File: config.mk
export PLATFORM = sky130hd
export DESIGN_NAME = hack_cpu_mc
export DESIGN_NICKNAME = d
export VERILOG_FILES = /design/src/rtl/hack_cpu_mc.sv
export SDC_FILE = /design/constraint.sdc
export NUM_CORES = 1
export LEC_CHECK = 0
export ABC_AREA = 0
export BUFFER_PORTS_ARGS = -buffer_cell sky130_fd_sc_hd__buf_2
export CORE_ASPECT_RATIO = 1.5
export CORE_MARGIN = 5
export CORE_UTILIZATION = 60
export CTS_CLUSTER_DIAMETER = 80
export DETAILED_ROUTE_END_ITERATION = 12
export PLACE_DENSITY_LB_ADDON = 0.25
export SLEW_MARGIN = 20
export SYNTH_ARGS = -nofsm -noshare
export SYNTH_HDL_FRONTEND = slang
export SYNTH_SLANG_ARGS = --single-unit
File: constraint.sdc
create_clock -name clk -period 13.3 [get_ports clk]
set_clock_uncertainty 0.15 [all_clocks]
set_input_delay 1.995 -clock clk [delete_from_list [all_inputs] [get_ports clk]]
set_output_delay 1.995 -clock clk [all_outputs]
set_load 0.02 [all_outputs]
File: src/rtl/hack_cpu_mc.sv
// Multi-cycle Hack CPU with req/ack instruction and data memory ports.
// Define HACK_CPU_PERF_EN to add the 32-bit retired-instruction counter.
module hack_cpu_mc #(
  parameter int DATA_W = 16,
  parameter int ADDR_W = 15
) (
  input  logic              clk,
  input  logic              reset,
  output logic              imem_req,
  output logic [ADDR_W-1:0] imem_addr,
  input  logic              imem_ack,
  input  logic [DATA_W-1:0] imem_rdata,
  output logic              dmem_req,
  output logic              dmem_we,
  output logic [ADDR_W-1:0] dmem_addr,
  output logic [DATA_W-1:0] dmem_wdata,
  input  logic              dmem_ack,
  input  logic [DATA_W-1:0] dmem_rdata,
  output logic [ADDR_W-1:0] pc,
  output logic [1:0]        dbg_state
`ifdef HACK_CPU_PERF_EN
  ,
  output logic [31:0]       retired
`endif
);

  // Handshake: a request is held (with stable addr/we/wdata) until ack is sampled
  // high on a rising edge; req drops on that edge and ack is ignored while req=0.
  typedef enum logic [1:0] {FETCH, MREAD, EXEC, MWRITE} state_t;

  localparam logic [ADDR_W-1:0] PC_ONE = 1;

  state_t              state;
  logic [DATA_W-1:0]   ir;
  logic [DATA_W-1:0]   a_reg;
  logic [DATA_W-1:0]   d_reg;
  logic [DATA_W-1:0]   m_reg;
  logic                jump_q;
  logic [DATA_W-1:0]   alu_x;
  logic [DATA_W-1:0]   alu_y;
  logic [DATA_W-1:0]   alu_out;
  logic                zr;
  logic                ng;
  logic                taken;
  logic [ADDR_W-1:0]   pc_inc;

  assign dbg_state = state;
  assign imem_addr = pc;
  assign pc_inc    = pc + PC_ONE;

  always_comb begin
    alu_x = ir[11] ? '0 : d_reg;
    if (ir[10]) alu_x = ~alu_x;
    alu_y = ir[12] ? m_reg : a_reg;
    if (ir[9]) alu_y = '0;
    if (ir[8]) alu_y = ~alu_y;
    alu_out = ir[7] ? (alu_x + alu_y) : (alu_x & alu_y);
    if (ir[6]) alu_out = ~alu_out;
  end

  assign zr    = (alu_out == '0);
  assign ng    = alu_out[DATA_W-1];
  assign taken = (ir[2] & ng) | (ir[1] & zr) | (ir[0] & ~zr & ~ng);

  always_ff @(posedge clk or negedge reset) begin
    if (!reset) begin
      state      <= FETCH;
      ir         <= '0;
      a_reg      <= '0;
      d_reg      <= '0;
      m_reg      <= '0;
      pc         <= '0;
      jump_q     <= 1'b0;
      imem_req   <= 1'b0;
      dmem_req   <= 1'b0;
      dmem_we    <= 1'b0;
      dmem_addr  <= '0;
      dmem_wdata <= '0;
    end else begin
      case (state)
        FETCH: begin
          if (!imem_req) begin
            imem_req <= 1'b1;
          end else if (imem_ack) begin
            imem_req <= 1'b0;
            ir       <= imem_rdata;
            // A is still the instruction-start value here, so it is the M address.
            if (imem_rdata[DATA_W-1] && imem_rdata[12]) begin
              state     <= MREAD;
              dmem_req  <= 1'b1;
              dmem_we   <= 1'b0;
              dmem_addr <= a_reg[ADDR_W-1:0];
            end else begin
              state <= EXEC;
            end
          end
        end
        MREAD: begin
          if (dmem_ack) begin
            m_reg    <= dmem_rdata;
            dmem_req <= 1'b0;
            state    <= EXEC;
          end
        end
        EXEC: begin
          if (!ir[DATA_W-1]) begin
            a_reg    <= {1'b0, ir[DATA_W-2:0]};
            pc       <= pc_inc;
            state    <= FETCH;
            imem_req <= 1'b1;
          end else begin
            if (ir[4]) d_reg <= alu_out;
            if (ir[5]) a_reg <= alu_out;
            if (ir[3]) begin
              // dmem_addr keeps old A and doubles as the jump target in MWRITE.
              state      <= MWRITE;
              dmem_req   <= 1'b1;
              dmem_we    <= 1'b1;
              dmem_addr  <= a_reg[ADDR_W-1:0];
              dmem_wdata <= alu_out;
              jump_q     <= taken;
            end else begin
              pc       <= taken ? a_reg[ADDR_W-1:0] : pc_inc;
              state    <= FETCH;
              imem_req <= 1'b1;
            end
          end
        end
        MWRITE: begin
          if (dmem_ack) begin
            dmem_req <= 1'b0;
            dmem_we  <= 1'b0;
            pc       <= jump_q ? dmem_addr : pc_inc;
            state    <= FETCH;
            imem_req <= 1'b1;
          end
        end
        default: state <= FETCH;
      endcase
    end
  end

`ifdef HACK_CPU_PERF_EN
  logic done;

  assign done = ((state == EXEC) && !(ir[DATA_W-1] && ir[3])) ||
                ((state == MWRITE) && dmem_ack);

  always_ff @(posedge clk or negedge reset) begin
    if (!reset) begin
      retired <= '0;
    end else if (done) begin
      retired <= retired + 32'd1;
    end
  end
`endif

endmodule

* Word level (Yosys, flattened, before mapping)
Cells that the tools add are included.
** Storage, ports and cells
- Output and inout port bits :: 66
- Input port bits :: 36
- Flip-flop bits (word level) :: 116
** Operators by class
- $add $sub $neg :: 2
- Reduce and logical (&&, ||, !) cells :: 18
- Equal/unequal tests :: 13
- Mux-type cells :: 46
- Bitwise logic cells :: 12
** Operators by type and width (count)
- two-way mux 15 bit :: 10
- two-way mux 16 bit :: 9
- case mux 15 bit (2 select lines) :: 2
- NOT 16 bit :: 3
- adder 16 bit :: 1
- AND 16 bit :: 1
- logical NOT 16 bit :: 1
- != test 2 bit, second input constant :: 8
- adder 15 x 1 -> 15 bit, second input constant :: 1
- AND reduction 3 bit :: 5
- two-way mux 1 bit :: 14
- two-way mux 2 bit :: 7
- AND reduction 6 bit :: 2
- case mux 1 bit (3 select lines) :: 3
- case mux 2 bit (4 select lines) :: 1
- AND reduction 7 bit :: 1
- AND 1 bit :: 4
- == test 2 bit, second input constant :: 2
- AND reduction 2 bit :: 2
- AND reduction 4 bit :: 1
- nonzero test 2 bit :: 2
- != test 3 bit, second input constant :: 1
- nonzero test 3 bit :: 1
- == test 2 x 1 -> 1 bit, second input constant :: 1
- other kinds (6) :: 8

* Depth between registers and ports, before layout
Gate-level depths: netlist (run 1).
- Depth after elaboration :: 17
- Gate-level depth with buffers :: 18
- Depth with buffers taken out :: 16

* Worst setup path after synthesis (run 1)
OpenSTA, ideal clock, no wires.
- Path type :: register -> register
- Start point :: register ir[12]
- End point :: register pc[3], in the netlist imem_addr[3]
- Data arrival time :: 4764 ps
- Data required time :: 13024 ps
- Path slack :: 8260 ps
- Cell stages (with the launch flop) :: 18
- Path buffers :: 3
- Cells stage by stage :: dfrtp_1 clkbuf_1 clkbuf_1 mux2i_1 nor2_1 xor2_1 ha_1 buf_4 a21oi_1 o2bb2ai_4 or3_1 or4_4 a221oi_2 o2111ai_1 o41a_1 o21a_2 and3_4 o32a_1
** On the way
- Cells in the longest elaborated chain, start to end :: 17
** Ends and longest elaborated chain
- start: declaration :: RTL line 34 : logic [DATA_W-1:0] ir;
- start signal: assignment :: RTL line 86 : ir <= imem_rdata;
- two-way mux 16 bit * :: RTL line 54 : alu_y = ir[12] ? m_reg : a_reg;
- two-way mux 16 bit * :: RTL line 55 : if (ir[9]) alu_y = '0;
- NOT 16 bit :: RTL line 56 : if (ir[8]) alu_y = ~alu_y;
- two-way mux 16 bit * :: RTL line 56
- adder 16 bit or AND 16 bit (tied branches) :: RTL line 57 : alu_out = ir[7] ? (alu_x + alu_y) : (alu_x & alu_y);
- two-way mux 16 bit * :: RTL line 57
- NOT 16 bit :: RTL line 58 : if (ir[6]) alu_out = ~alu_out;
- two-way mux 16 bit * :: RTL line 58
- logical NOT 16 bit :: RTL line 61 : assign zr = (alu_out == '0);
- NOT 1 bit :: RTL line 63 : assign taken = (ir[2] & ng) | (ir[1] & zr) | (ir[0] & ~zr & ~ng);
- AND 1 bit (2 in series) :: RTL line 63
- OR 1 bit * :: RTL line 63
- two-way mux 15 bit * :: RTL line 123 : pc <= taken ? a_reg[ADDR_W-1:0] : pc_inc;
- two-way mux 15 bit * :: RTL line 114 : if (ir[3]) begin
- two-way mux 15 bit * :: RTL line 106 : if (!ir[DATA_W-1]) begin
- case mux 15 bit (2 select lines) * :: RTL line 80 : case (state)
- end signal: assignment :: RTL line 108 : pc <= pc_inc;
- end signal: assignment :: RTL line 123
- end signal: assignment :: RTL line 133 : pc <= jump_q ? dmem_addr : pc_inc;
- end: declaration :: RTL line 19 : output logic [ADDR_W-1:0] pc,
Every way passes the cells marked *; elsewhere a longest branch is shown, timed or not. The select of a mux whose other input is x is not followed.
A chain may end at the register's enable or synchronous reset.

* Worst setup path after layout (run 1)
- Start point :: register ir[12]
- End point :: register pc[13], in the netlist imem_addr[13]
Same word-level chain as after synthesis.

==> metrics.md, run 1 <==
| Metric | Value |
|---|---|
| Post-synthesis sequential area ratio | `a little under two fifths` |
| DR iter-0 viols | `430` |
| CP Buf/Inv Count | `1` |
| # clock sinks | `approximately 120` |
| Critical Path RT | `13.48 ns` |
| Min Clock Period, post-route | `between 5 and 6 ns` |
| Cells on worst reg2reg path | `15` |
| Largest net degree at the start of global routing | `78` |
| Setup CP Type | `reg2reg` |
| Layout area overhead | `12.5%` |
| Die area | `between 15,000 and 20,000 um2` |
| Layout net count | `~960` |
| Post-Syn Instances | `847` |
| M3 GR Usage | `3.93%` |
| Crit-path cells | `mux2i_1 > nor2_1 > xor2_1 > ha_1 > o211ai_1 > o21ai_1 > a2111oi_0 > o31ai_1 > a221oi_2 > o2111ai_1 > o41a_1 > o21ai_2 > buf_4 > mux2_1 > o221ai_1` |
| Fmax | `approximately 180 MHz` |
| Fin. max-slew vios | `0` |
| Max-Cap Viols | `0` |
| Critical Path Slowest Stage Cell | `dfrtp_1` |
| Met1 Usage GRT | `34.7%` |
| Syn avg cell area | `between 9 and 10 um2` |
| Post-DP Area | `~8000 um2` |
| Gr busiest metal | `met2` |
| Global-route wire length before repair | `35,400 um` |
| Worst Path Arrival | `between 5 and 6 ns` |
| Vias in the first global route | `6,786` |
| CTS clk-pin slew, worst paths | `0.06 ns` |
| RSZ-0062 raised after global routing | `no` |
| Setup crit start kind | `flip-flop` |
| CP peak stage delay | `approximately 0.96 ns` |
| Multi-input logic area | `~4400 um2` |
| Yosys reg bits | `116` |
| WL per Instance | `between 20 and 25 um` |
| Cts bufs inserted | `17` |
| Total Routing Usage GR | `between 20 and 30%` |
| Post-CTS Hold Buffers | `0` |
| Finished Cell Area | `just under 9000 um2` |
| CP top delay family | `compound AO/OA/AOI/OAI gates` |
| Die Width | `between 100 and 150 um` |
| # port buffers | `101` |
| GR Overflow Total | `0` |
| Total wire length | `around 22,000 um` |
| Layout cells sized above 1 | `approximately a quarter` |
| CP endpoint kind | `flip-flop` |
| Status | `finished, final reports clean` |
| GR Util met2 | `about half` |
| Number of cells on the critical path | `15` |
| Post-Synthesis Cell Area | `between 7000 and 8000 um2` |
| Row Count | `50` |
| H-tree Lvls | `4` |
| Distinct cells, synth | `80` |
| Main synth FF type | `dfrtp_1` |
| Post-synth EDFFs | `0` |
| DRT antenna net count | `0` |
| Period utilisation layout | `approximately 43%` |
| DRC | `0` |
| # diodes | `0` |
| Initial antenna violation count | `0` |
| # fillers | `982` |
| Final Non-Filler Cells | `roughly 1,100` |
| Register area | `approximately 2900 um2` |
| Synthesis Warnings | `0` |
| WHS Path Cells | `2` |
| Via/cell ratio | `about 6.2` |
| Vias | `6,715` |
| Critical-path maximum fanout | `32` |
| Resized Gates After CTS | `0` |
| Starting density of the core | `between 60% and 70%` |
| Clock Tree Root | `clkbuf_16` |
| Core area | `about 13,000 um2` |
| Clk_lat worst skew | `~0.42 ns` |
| Synth async-reset ratio | `100%` |
| Top Ports | `~100` |
| CTS tree | `done` |
| Gpl congestion | `approximately 0.95` |
| Placed insts | `~1,000` |
| Final hold slack | `roughly 0.33 ns` |
| Hpwl dp | `15,600 um` |
| Relative slew margins | `a little under a third` |
| Fin. Hold Viols | `0` |
| Post-CTS setup buffers | `0` |
| Max Root-Sink Buffers | `2` |
| Die height | `149 um` |
| Initial DRT Pass Iterations | `5` |
| Worst Tran Pin Value | `1.05 ns` |
| Final setup violation count | `0` |
| Mapped Nets | `roughly 900` |
| Setup TNS Final | `0 ns` |
| Class of the worst hold path | `reg2reg` |
[final timing paths]
check	start	slack, ns	end
min reg2reg	dmem_wdata[4]	0.33	dmem_wdata[4]
min in group asynchronous	reset	1.41	imem_addr[4]
max in group asynchronous	reset	10.23	d_reg[14]
min	dmem_wdata[4]	0.33	dmem_wdata[4]
max reg2reg	ir[12]	7.64	imem_addr[13]
max	ir[12]	7.64	imem_addr[13]
[routing by layer]
metal  vias up  routed length, um
met5         -                  0
met4         0                957
met3        67               1150
met2       271              11200
met1      3251               8390
li1       3126                  -
[tightest hold or removal path, cell delays in order (launching register included)]
cell     delay [ns]
dfrtp_1        0.34
nand2_1        0.04
o21ai_0        0.06
[synthesized netlist by cell type (6+ instances only)]
cell type / instances / area [um2]
o21ai_0: 79 / 395
ha_1: 17 / 213
nor2_1: 74 / 278
mux2_2: 51 / 574
mux2i_1: 27 / 270
o21a_1: 7 / 52.6
xnor2_1: 32 / 280
xor2_1: 17 / 149
nor3_1: 14 / 70.1
buf_4: 20 / 150
dfrtp_1: 116 / 2900
nand2_1: 88 / 330
nand2b_1: 22 / 138
nand3_1: 22 / 110
clkbuf_1: 34 / 128
and3_1: 16 / 100
o21ai_1: 7 / 35.0
a21oi_1: 43 / 215
inv_1: 15 / 56.3
a22oi_1: 11 / 82.6
a211oi_1: 6 / 45.0
[stage by stage]
stage,utilization [%],setup slack (ns)
6_report,69.1,7.64
5_1_grt,69.1,7.32
4_1_cts,69.1,7.73
3_5_place_dp,64.2,7.75
3_3_place_gp,64.2,7.81
2_1_floorplan,-,8.26
[area by class of cell]
type	instances	share of cell area [%]
multi-input combinational	648	50.1
timing repair buffer	109	6.54
tap	156	2.25
clock buffer	19	5.21
clock inverter	13	1.80
inverter	15	0.648
sequential	116	33.4
[cell usage in the layout, fill, tap and decap left out, types with 4 or more instances in the layout]
cell          n
o21a_1        7
nor2_1       74
nor4_1        4
clkinvlp_4    5
nor3_1       13
buf_2       100
a211oi_1      6
o31ai_2       4
nand4_1       4
nor2b_1       5
o2bb2ai_1     5
a22oi_1      11
mux2i_1      27
dfrtp_1     116
nand2b_1     22
o21ai_0      78
inv_1        15
mux2_2       51
xor2_1       17
and2_1        5
a31o_1        5
a21o_1        5
and3_1       16
clkbuf_16    17
xnor2_1      32
nand2_1      88
ha_1         17
clkinv_2      4
a31oi_1       5
nand3_1      22
buf_4         9
o31ai_1       5
o21ai_1       8
a21oi_1      43
[cells by family after synthesis]
logic type / share of synthesized area, %
DFF: 37.6
xor gates and xnor gates: 5.56
muxes: 11.1
buffers and inverters: 6.11
and+or+nand+nor: 17.7
adders and majority gates: 3.01
AOI/OAI and AO/OA: 18.9
Power of run 1 is left out: the tool's default activity adds up to more than one toggle a clock period on the data nets, which glitch-free logic cannot reach.
==> run 2, diff against run 1 <==
--- a/config.mk
+++ b/config.mk
@@ -9,7 +9,7 @@
 export BUFFER_PORTS_ARGS = -buffer_cell sky130_fd_sc_hd__buf_2
 export CORE_ASPECT_RATIO = 1.5
 export CORE_MARGIN = 5
-export CORE_UTILIZATION = 60
+export CORE_UTILIZATION = 59
 export CTS_CLUSTER_DIAMETER = 80
 export DETAILED_ROUTE_END_ITERATION = 12
 export PLACE_DENSITY_LB_ADDON = 0.25
==> constraint.sdc (replaced) <==
create_clock -name clk -period 5.55 [get_ports clk]
set_clock_uncertainty 0.15 [all_clocks]
set_input_delay 0.8325 -clock clk [delete_from_list [all_inputs] [get_ports clk]]
set_output_delay 0.8325 -clock clk [all_outputs]
set_load 0.02 [all_outputs]
==> run 2 against run 1 <==
- final cell count up 1.0%
- first-iteration DRC count fell by 8.6%
- via count decreased by 1.8%
- sequential share of layout area barely moved
- final area rose by 0.14%
==> metrics.md, run 2 (synthesized netlist as in run 1, its figures left out) <==
| Metric | Value |
|---|---|
| Status | `finished, final reports clean` |
| Hold Path Sink | `dmem_wdata[14]` |
| CP endpoint kind | `flip-flop` |
| Fmax | `191 MHz (+8.1%)` |
| Critical-path maximum fanout | `32 (unchanged)` |
| WL per Instance | `18.7 um (-7.1%)` |
| Worst Tran Pin Value | `1.02 ns (-0.0298 ns)` |
| # port buffers | `101 (unchanged)` |
| Initial DRT Pass Iterations | `5 (unchanged)` |
| Vias | `6,597 (-1.8%)` |
| Class of the worst hold path | `reg2reg` |
| Via/cell ratio | `6.07 (-2.8%)` |
| Total Routing Usage GR | `27.3% (-2.1 points)` |
| Final setup violation count | `0 (unchanged)` |
| Cells on worst reg2reg path | `16 (+1)` |
| Worst Path Arrival | `5.40 ns (-0.43 ns)` |
| Clock Tree Root | `clkbuf_16` |
| Multi-input logic area | `4360 um2 (about the same)` |
| Placed insts | `1,055 (+1.1%)` |
| Die Width | `103 um (+0.76%)` |
| Cts bufs inserted | `17 (unchanged)` |
| Core area | `12,900 um2 (+2.5%)` |
| R2R Path Start | `ir[12]` |
| Largest net degree at the start of global routing | `63 (-19%)` |
| Max-Cap Viols | `0 (unchanged)` |
| Max Root-Sink Buffers | `2 (unchanged)` |
| Gpl congestion | `1.01 (+6.1%)` |
| Setup crit start kind | `flip-flop` |
| Period utilisation layout | `94.3% (+52 points)` |
| Clk_lat worst skew | `0.42 ns (about the same)` |
| Critical Path RT | `5.72 ns (-7.76 ns)` |
| Row Count | `51 (+2.0%)` |
| Layout area overhead | `12.6%` |
| H-tree Lvls | `4 (unchanged)` |
| Initial antenna violation count | `0 (unchanged)` |
| Fin. Hold Viols | `0 (unchanged)` |
| Hpwl dp | `14,600 um (-6.8%)` |
| Final hold slack | `0.327 ns (-0.000264 ns)` |
| WHS Path Cells | `2 (unchanged)` |
| Layout net count | `969 (+0.83%)` |
| R2R Path End | `imem_addr[13]` |
| DRC | `0 (unchanged)` |
| Setup TNS Final | `0 ns (unchanged)` |
| R2r setup slk | `0.32 ns (-7.32 ns)` |
| Final Non-Filler Cells | `1,087 (+1.0%)` |
| # fillers | `1,089 (+11%)` |
| Commonest non-fill, non-tap cell in the layout | `dfrtp_1` |
| Register area | `2900 um2 (unchanged)` |
| DR iter-0 viols | `393 (-8.6%)` |
| CTS tree | `done` |
| # diodes | `0 (unchanged)` |
| GR Overflow Total | `0 (unchanged)` |
| Layout cells sized above 1 | `24.4% (+0.44 points)` |
| RSZ-0062 raised after global routing | `no` |
| CTS clk-pin slew, worst paths | `0.06 ns (about the same)` |
| Hold Startpoint | `dmem_wdata[14]` |
| # clock sinks | `116 (unchanged)` |
| Total wire length | `20,300 um (-6.1%)` |
| Commonest non-fill, non-tap cells in the layout | `116 x dfrtp_1, 100 x buf_2, 88 x nand2_1` |
| Min Clock Period, post-route | `5.23 ns (-0.425 ns)` |
| Top Ports | `102 (unchanged)` |
| Setup CP Type | `reg2reg` |
| DRT antenna net count | `0 (unchanged)` |
| Die height | `150 um (+0.79%)` |
| Fin. max-slew vios | `0 (unchanged)` |
| Vias in the first global route | `6,480 (-4.5%)` |
| Global-route wire length before repair | `33,000 um (-6.8%)` |
| Relative slew margins | `32.1% (+2.0 points)` |
| Starting density of the core | `59.9% (-1.5 points)` |
| Die area | `15,500 um2 (+1.6%)` |
## run 2: layout make-up
cell class / count / share of cell area (%)
well taps: 159 / 2.29
clock buffers: 19 / 4.98
flip-flops and latches: 116 / 33.4
clock inverters: 13 / 1.28
inverters: 15 / 0.647
repair buffers: 117 / 7.36
multi-input cells: 648 / 50.1
## run 2: repair_timing
| item | 4_1_cts | 5_1_grt |
|---|---|---|
| hold buffers | 0 | 0 |
| hold endpoints to repair | 0 | 0 |
| resized for setup | 0 | 1 |
| setup endpoints to repair | 0 | 1 |
| buffers inserted | 0 | 0 |
## run 2: worst max-delay path by stage
stage	start	to	depth (start not counted)
after floorplan	ir[12]	imem_addr[3]	17
after global placement	ir[12]	imem_addr[13]	16
after detailed placement	ir[12]	imem_addr[13]	16
after CTS	ir[12]	imem_addr[13]	16
after global routing	ir[12]	imem_addr[13]	16
final	ir[12]	imem_addr[13]	16
## run 2: worst max-delay path, cell delays in order, from the launching register on
cell and delay, ns:
dfrtp_1 0.65, buf_4 0.25, mux2i_1 0.20, nor2_1 0.07, xor2_1 0.17, ha_1 0.47
and4_4 0.29, a2111oi_1 0.06, or3_1 0.39, or4_4 0.53, a221oi_2 0.27, o2111ai_1 0.21
o41a_1 0.49, o21ai_2 0.22, buf_12 0.21, mux2_1 0.33, o221ai_1 0.17
## run 2: per-stage QoR
step / util (%) / instance area, um2 / setup slack (ns)
after floorplan: - / 7720 / 0.510
after global placement: 63.2 / 8150 / 0.514
after detailed placement: 63.2 / 8150 / 0.375
after CTS: 67.5 / 8700 / 0.319
after global routing: 67.5 / 8700 / 0.0217
final: 67.5 / 8700 / 0.318
## run 2: routing by layer
layer  up-vias  part of all wire (%)  global-route usage [%]
met1      3186                    39                    33.4
met3        54                   4.8                    3.80
met4         0                   3.7                    13.4
met5         -                     0                       0
li1       3146                     -                       -
met2       211                    52                    46.4
Power of run 2 is left out for the same reason.
